`config.mk`:
```
export PLATFORM = sky130hd
export DESIGN_NAME = sa_skew_feeder_flat
export DESIGN_NICKNAME = d
export VERILOG_FILES = /design/src/rtl/sa_skew_feeder_if.sv /design/src/rtl/sa_skew_feeder.sv /design/src/flat_wrapper.sv
export SDC_FILE = /design/constraint.sdc
export NUM_CORES = 2
export LEC_CHECK = 0
export CORE_UTILIZATION = 29
export CTS_CLUSTER_SIZE = 24
export DETAILED_ROUTE_END_ITERATION = 10
export DONT_BUFFER_PORTS = 1
export PLACE_DENSITY_LB_ADDON = 0.15
export SKIP_LAST_GASP = 1
export SYNTH_ARGS = -nofsm -noshare
export SYNTH_HDL_FRONTEND = slang
export SYNTH_SLANG_ARGS = --single-unit
```
`constraint.sdc`:
```
create_clock -name I_CLK -period 1.7 [get_ports I_CLK]
set_input_delay 0.17 -clock I_CLK [delete_from_list [all_inputs] [get_ports I_CLK]]
set_output_delay 0.17 -clock I_CLK [all_outputs]
set_load 0.05 [all_outputs]
```
`src/rtl/sa_skew_feeder_if.sv`:
```
// Slice stream from the operand buffers into the skew feeder:
// one A column and one B row per handshake.
interface sa_skew_feeder_if #(
   parameter int D_W  = 8,
   parameter int SA_R = 16,
   parameter int SA_C = 16
);
   logic                     I_VLD;
   logic                     O_RDY;
   logic [SA_R-1:0][D_W-1:0] I_A_COL;
   logic [SA_C-1:0][D_W-1:0] I_B_ROW;

   modport master (output I_VLD, output I_A_COL, output I_B_ROW, input O_RDY);
   modport slave  (input I_VLD, input I_A_COL, input I_B_ROW, output O_RDY);
endinterface

```
`src/rtl/sa_skew_feeder.sv`:
```
// Systolic-array edge feeder: turns one k-slice per cycle into diagonally
// skewed X/W lane streams and brackets each job with start/end flags.
module sa_skew_feeder #(
   parameter int D_W   = 8,
   parameter int SA_R  = 16,
   parameter int SA_C  = 16,
   parameter int K_LEN = 16
) (
   input  logic                     I_CLK,
   input  logic                     I_RST,
   input  logic                     I_START,
   sa_skew_feeder_if.slave          s_if,
   output logic [SA_R-1:0][D_W-1:0] O_X,
   output logic [SA_C-1:0][D_W-1:0] O_W,
   output logic                     O_START_FLAG,
   output logic                     O_END_FLAG,
   output logic                     O_BUSY
);
   localparam int KW = $clog2(K_LEN + 1);
   localparam int DW = $clog2(SA_R + SA_C);
   localparam logic [KW-1:0] K_LAST = KW'(K_LEN - 1);
   localparam logic [DW-1:0] D_LAST = DW'(SA_R + SA_C - 2);

   localparam logic [2:0] ST_IDLE  = 3'd0;
   localparam logic [2:0] ST_START = 3'd1;
   localparam logic [2:0] ST_FEED  = 3'd2;
   localparam logic [2:0] ST_DRAIN = 3'd3;
   localparam logic [2:0] ST_END   = 3'd4;

   logic [2:0]               state_q, state_d;
   logic [KW-1:0]            k_q, k_d;
   logic [DW-1:0]            drain_q, drain_d;
   logic                     take;
   logic [SA_R-1:0][D_W-1:0] x_in;
   logic [SA_C-1:0][D_W-1:0] w_in;

   assign take         = (state_q == ST_FEED) && s_if.I_VLD;
   assign s_if.O_RDY   = (state_q == ST_FEED);
   assign O_START_FLAG = (state_q == ST_START);
   assign O_END_FLAG   = (state_q == ST_END);
   assign O_BUSY       = (state_q != ST_IDLE);

   // Missing slices become zero bubbles so every lane stays diagonally aligned.
   assign x_in = take ? s_if.I_A_COL : '0;
   assign w_in = take ? s_if.I_B_ROW : '0;

   always_comb begin
      state_d = state_q;
      k_d     = k_q;
      drain_d = drain_q;
      case (state_q)
         ST_IDLE: begin
            if (I_START) state_d = ST_START;
         end
         ST_START: begin
            state_d = ST_FEED;
            k_d     = '0;
         end
         ST_FEED: begin
            if (take) begin
               k_d = k_q + 1'b1;
               if (k_q == K_LAST) begin
                  state_d = ST_DRAIN;
                  drain_d = '0;
               end
            end
         end
         ST_DRAIN: begin
            if (drain_q == D_LAST) state_d = ST_END;
            else                   drain_d = drain_q + 1'b1;
         end
         ST_END: begin
            state_d = ST_IDLE;
         end
         default: begin
            state_d = ST_IDLE;
         end
      endcase
   end

   always_ff @(posedge I_CLK) begin
      if (I_RST) begin
         state_q <= ST_IDLE;
         k_q     <= '0;
         drain_q <= '0;
      end else begin
         state_q <= state_d;
         k_q     <= k_d;
         drain_q <= drain_d;
      end
   end

   // Lane i holds stage 0 plus i extra registers; the last one drives the edge.
   for (genvar i = 0; i < SA_R; i++) begin : g_x
      logic [i:0][D_W-1:0] pipe_q, pipe_d;

      always_comb begin
         pipe_d    = '0;
         pipe_d[0] = x_in[i];
         for (int unsigned j = 1; j <= unsigned'(i); j++) pipe_d[j] = pipe_q[j-1];
      end

      always_ff @(posedge I_CLK) begin
         if (I_RST) pipe_q <= '0;
         else       pipe_q <= pipe_d;
      end

      assign O_X[i] = pipe_q[i];
   end

   for (genvar i = 0; i < SA_C; i++) begin : g_w
      logic [i:0][D_W-1:0] pipe_q, pipe_d;

      always_comb begin
         pipe_d    = '0;
         pipe_d[0] = w_in[i];
         for (int unsigned j = 1; j <= unsigned'(i); j++) pipe_d[j] = pipe_q[j-1];
      end

      always_ff @(posedge I_CLK) begin
         if (I_RST) pipe_q <= '0;
         else       pipe_q <= pipe_d;
      end

      assign O_W[i] = pipe_q[i];
   end
endmodule

```
`src/flat_wrapper.sv`:
```
// flat-port wrapper written by rule: the top's interface ports become plain ports
module sa_skew_feeder_flat 
#(
   parameter int D_W   = 8,
   parameter int SA_R  = 16,
   parameter int SA_C  = 16,
   parameter int K_LEN = 16
)
  (I_CLK, I_RST, I_START, O_X, O_W, O_START_FLAG, O_END_FLAG, O_BUSY, s_if_I_VLD, s_if_I_A_COL, s_if_I_B_ROW, s_if_O_RDY);
  sa_skew_feeder_if #(.D_W(D_W), .SA_R(SA_R), .SA_C(SA_C)) s_if_i ();
  input  logic I_CLK;
  input  logic I_RST;
  input  logic I_START;
  output logic [SA_R-1:0][D_W-1:0] O_X;
  output logic [SA_C-1:0][D_W-1:0] O_W;
  output logic O_START_FLAG;
  output logic O_END_FLAG;
  output logic O_BUSY;
  input wire logic [$bits(s_if_i.I_VLD)-1:0] s_if_I_VLD;
  input wire logic [$bits(s_if_i.I_A_COL)-1:0] s_if_I_A_COL;
  input wire logic [$bits(s_if_i.I_B_ROW)-1:0] s_if_I_B_ROW;
  output wire logic [$bits(s_if_i.O_RDY)-1:0] s_if_O_RDY;
  assign s_if_i.I_VLD = s_if_I_VLD;
  assign s_if_i.I_A_COL = s_if_I_A_COL;
  assign s_if_i.I_B_ROW = s_if_I_B_ROW;
  assign s_if_O_RDY = s_if_i.O_RDY;
  sa_skew_feeder #(.D_W(D_W), .SA_R(SA_R), .SA_C(SA_C), .K_LEN(K_LEN)) u_core (.I_CLK(I_CLK), .I_RST(I_RST), .I_START(I_START), .s_if(s_if_i), .O_X(O_X), .O_W(O_W), .O_START_FLAG(O_START_FLAG), .O_END_FLAG(O_END_FLAG), .O_BUSY(O_BUSY));
endmodule
```
## Word level (Yosys, flattened, before mapping)

Cells that the tools add are included.

- Memories: 0
- Register bits: 2189
- Bits in latches: 0
- Bits in writable memories: 0
- Word-level logic and storage cells: 309
- Output and inout bits: 260
- Memory bits (read-only): 0
- Input port bits: 260

- Multiply operators: 0
- Bitwise operators: 1
- Shifts and indexed selects: 0
- Reductions and logical operators: 9
- Divide/modulo/power cells: 0
- Eq/ne operators: 11
- $add $sub $neg: 2
- Magnitude comparators: 0
- Muxes and demuxes: 11

Operators with widths:

| kind | count |
|---|---|
| $mux 5 | 4 |
| $pmux 5 s2 | 2 |
| $mux 3 | 4 |
| $pmux 3 s4 | 1 |
| $add 5x1->5 const B | 2 |
| $reduce_and 4->1 | 2 |
| $eq 3x2->1 const B | 2 |
| $ne 2x1->1 const B | 3 |
| $eq 5x4->1 const B | 1 |
| $eq 5x5->1 const B | 1 |
| $ne 2x2->1 const B | 2 |
| $reduce_bool 2->1 | 2 |
| $eq 3x1->1 const B | 1 |
| $eq 3x3->1 const B | 1 |
| $logic_not 3->1 | 1 |
| $reduce_bool 3->1 | 1 |
| $reduce_and 2->1 | 1 |
| $reduce_or 2->1 | 1 |
| $logic_and 1x1->1 | 1 |
| $not 1->1 | 1 |

## Logic depth before layout (Yosys ltp)

- Depth in word-level cells: 4
- Gate-level depth with buffers: 7
- Mapped depth without buffers: 7

## Worst setup path before layout

OpenSTA, ideal clock, no wires.

- Path kind: flip-flop to flip-flop
- Start: register u_core.state_q[1]
- End: register u_core.k_q[2]
- Cell stages (with the launch flop): 6
- Slack: -74 ps
- Clock period less this slack: 1774 ps
- Required time: 1550 ps
- Setup time: 150 ps
- Buffers on the path: 1
- Data arrival time: 1625 ps
- Path through: dfxtp_1 -> buf_4 -> nor3b_2 -> nand3_1 -> xor2_1 -> nor3_1

- Cells in the longest elaborated chain, start to end: 4

RTL lines:

| item | RTL line | RTL |
|---|---|---|
| start, declared | sa_skew_feeder.sv:30 | `logic [2:0] state_q, state_d;` |
| start signal, assigned | sa_skew_feeder.sv:87 | `state_q <= state_d;` |
| $eq 3x2->1 (*) | -- |  |
| via s_if_O_RDY | flat_wrapper.sv:22 | `output wire logic [$bits(s_if_i.O_RDY)-1:0] s_if_O_RDY;` |
| $logic_and 1x1->1 | sa_skew_feeder.sv:37 | `assign take = (state_q == ST_FEED) && s_if.I_VLD;` |
| $ne 2x1->1 (no source line) | -- |  |
| $reduce_and 2->1 (no source line) | -- |  |
| end signal, assigned | sa_skew_feeder.sv:88 | `k_q <= k_d;` |
| end, declared | sa_skew_feeder.sv:31 | `logic [KW-1:0] k_q, k_d;` |

Mark *: on every way through the listed nets, which the timed path passes. The rest lies on a longest branch.
A chain may end at the register's enable or synchronous reset.

## Worst setup path after layout

- Start: register u_core.state_q[0]
- End: output O_BUSY

- Cells in the longest elaborated chain, start to end: 1

RTL lines:

| item | RTL line | RTL |
|---|---|---|
| $reduce_bool 3->1 | sa_skew_feeder.sv:41 | `assign O_BUSY = (state_q != ST_IDLE);` |
| end, declared | flat_wrapper.sv:18 | `output logic O_BUSY;` |

Every way passes these cells.

==> key figures <==
Timing
  – RSZ-0062 raised after global routing: true
  – Worst Skew: 0.0580 ns
  – Final setup fails: 5
  – Tmin final: 1.92 ns
  – Max Fclk: 522 MHz
  – Worst hold margin: 0.0766 ns
  – Worst-Margin Slew: 0.655 ns
  – Final Cycle Share: 113%
  – Worst setup margin: -0.216 ns
  – Rel. slew slack: 56.3%
  – Final Hold Viols: 0
  – Slew Viols, Final: 0

Routing
  – DRC viols: 0
  – DR pass1 iterations: 5
  – Highest metal used: met4
  – Avg WL per Cell: 11.7 µm
  – 1st-iter DRT viols: 1136
  – Via density: 3.66
  – Drt total wl: 94700 µm
  – Met3 wire length: 5580 µm
  – Via Count: 29600
  – Final ANT Viol Nets: 0
  – Wl on met1: 38300 µm
  – Routed length on met2: 46400 µm

Power and ir drop
  – Final Power: 103 mW
  – Pwr dens: 1360 nW/µm²
  – Max rail drop VDD: 0.955 mV
  – LEAKAGE: 29.5 nW

Synthesis
  – Area of the mapped netlist: 58800 µm²
  – Seq/Total Area, Yosys: 74.5%
  – Post-synthesis register bit count: 2189
  – Avg Inst Size Synth: 12.6 µm²
  – Yosys cell types: 34
  – Top FF cell, synth: dfxtp_1
  – Async set or reset register ratio after synthesis: 0%
  – Syn Inst Count: 4673
  – Mapped Nets: 4937
  – Yosys warns: 0
  – Number of synthesized flops with an enable pin: 0

Clocking
  – H-Tree Depth: 4
  – CTS max path bufs: 3
  – Clk_lat worst skew: 0.85 ns
  – CTS sink count: 2189
  – Root Buffer: clkbuf_16
  – Total CTS buffers: 222
  – Clock-pin slew on the worst setup and hold paths: 0.06 ns
  – CTS tree: built

Global route
  – Largest net degree at the start of global routing: 138
  – Vias in the first global route: 29100
  – Grt total ovfl: 0
  – First-pass GRT wire length: 152000 µm
  – Initial antenna violation count: 9
  – Tot GR Track Use: 9.25%

Cells and area
  – Most frequent cells in the layout: dfxtp_1 (1947), nor2b_1 (1920), dlygate4sd3_1 (500), and2_1 (256), dfxtp_2 (241)
  – Final Non-Filler Cells: 8100
  – # fillers: 19200
  – Nets: 5518
  – Commonest non-fill, non-tap cell in the layout: dfxtp_1
  – Share of cells above drive strength 1: 13.1%
  – Area growth syn-to-layout: 28.1%

Worst setup path
  – R2R Setup Slk: 0 ns
  – Required time worst endpoint: 1.53 ns
  – Buf+Inv Stages, Crit Path: 1
  – Worst setup path endpoint: O_BUSY
  – Critical Path AT: 1.75 ns
  – Cell count of the worst reg-to-reg path: 6
  – Crit path from: u_core.state_q[0]
  – Worst path depth: 2
  – CP endpoint kind: output port
  – Max stage delay on crit path: 0.49 ns
  – Critical path class: reg2out
  – Highest net fanout along the worst path: 5
  – Worst r2r dst: u_core.g_x[13].pipe_d[13]
  – Crit-path cells: buf_6, or3_4
  – Worst R2R Start: u_core.state_q[2]
  – Worst setup SP type: register
  – Slowest-stage cell, CP: or3_4
  – CP top delay family: simple AND/OR/NAND/NOR gates

Die
  – Starting Density: 29.3%
  – DIE HEIGHT: 452 µm
  – Die X: 452 µm
  – Core area: 201000 µm²
  – Die ar.: 205000 µm²
  – Site Rows: 164
  – I/O pins: 520

Hold path
  – Worst hold path type: in2reg

Placement
  – GPL Wtd Cong: 0.702
  – Buffers on Ports: 0
  – Cells after DPL: 7175
  – Detailed placement HPWL: 53900 µm

Run status
  – Violated checks: negative setup slack
  – Status: complete, but fails checks

Run
  – Maxcap violations: 0
==> metrics by stage <==
step | utilization, % | worst slack, ns | instance area, µm² | TNS (ns)
3_3_place_gp | 31.1 | -0.0665 | 62300 | -0.181
5_1_grt | 37.6 | -0.312 | 75400 | -6.78
3_5_place_dp | 31.1 | 0.0181 | 62300 | 0
4_1_cts | 37.5 | -0.328 | 75300 | -1.12
2_1_floorplan | - | 0.0726 | 58900 | 0
6_report | 37.6 | -0.216 | 75400 | -0.665
==> state kept, by name, indices dropped and copies added, names as in the netlist <==
signal / count
u_core.O_W: 120
u_core.state_q: 3
u_core.O_X: 120
u_core.g_x.pipe_q: 8
u_core.g_w.pipe_d: 960
u_core.g_w.pipe_q: 8
u_core.k_q: 5
u_core.g_x.pipe_d: 960
u_core.drain_q: 5
==> where the power goes <==
part | total [mW] | switching (mW) | internal, mW
clock network | 48.8 | 20.1 | 28.7
logic | 2.23 | 1.09 | 1.14
registers | 51.6 | 0.0854 | 51.5
total | 103 | 21.3 | 81.3
==> routing by layer <==
layer,up-vias,GRT usage (%)
met5,-,0
met4,0,4.92
met3,272,3.07
met2,539,16.0
met1,13500,9.93
li1,15300,-
==> kinds of logic after synthesis <==
family	after synthesis	share of synthesized area, %
buffers and inverters	248	1.70
and+or+nand+nor	2214	23.5
DFF	2189	74.5
xor gates and xnor gates	3	0.0447
muxes	1	0.0170
adders and majority gates	4	0.0851
AOI/OAI and AO/OA	14	0.145
==> what timing repair did <==
| item | 4_1_cts | 5_1_grt |
|---|---|---|
| setup endpoints to repair | 245 | 10 |
| endpoints found under the hold margin | 990 | 0 |
| resized for setup | 254 | 6 |
| buffers inserted | 6 | 6 |
| hold buffers | 502 | 0 |
| pin swaps | 3 | 6 |
==> synthesized netlist by cell type, types with 2 or more instances <==
| cell type | number | area (µm²) |
|---|---|---|
| nor4_1 | 2 | 12.5 |
| ha_1 | 4 | 50.1 |
| buf_4 | 3 | 22.5 |
| clkbuf_2 | 21 | 105 |
| inv_1 | 4 | 15.0 |
| nor2b_1 | 1920 | 12000 |
| nand2b_1 | 3 | 18.8 |
| nor2_1 | 9 | 33.8 |
| a31oi_1 | 3 | 18.8 |
| a21oi_1 | 6 | 30.0 |
| nand3_1 | 4 | 20.0 |
| nand2_1 | 5 | 18.8 |
| and2_1 | 257 | 1610 |
| buf_2 | 26 | 130 |
| dfxtp_1 | 2189 | 43800 |
| or3_1 | 2 | 12.5 |
| nor3_1 | 5 | 25.0 |
| xor2_1 | 2 | 17.5 |
| clkbuf_1 | 193 | 724 |
==> worst min path at each step <==
stage / start / endpoint / slack (ns) / cells past startpoint
global route: s_if_I_A_COL[79] / u_core.g_x[9].pipe_d[15] / 0.01 / 2
detailed placement: s_if_I_A_COL[66] / u_core.g_x[8].pipe_d[10] / 0.29 / 1
finish: s_if_I_A_COL[71] / u_core.g_x[8].pipe_d[15] / 0.08 / 2
global placement: s_if_I_A_COL[3] / u_core.g_x[0].pipe_q[3] / 0.29 / 1
CTS: s_if_I_B_ROW[64] / u_core.g_w[8].pipe_d[8] / 0.007 / 2
floorplan: s_if_I_B_ROW[0] / u_core.g_w[0].pipe_q[0] / 0.29 / 1
==> cell type report <==
class / instances / area [µm²] / share of cell area (%)
tap: 2656 / 3320 / 4.41
inverter: 4 / 15.0 / 0.0199
timing repair buffer: 601 / 6270 / 8.31
antenna: 6 / 15.0 / 0.0199
clock buffer: 334 / 6580 / 8.72
multi-input combinational: 2236 / 14100 / 18.7
clock inverter: 74 / 1010 / 1.34
sequential: 2189 / 44100 / 58.5
Power figures use the tool's default switching activity.
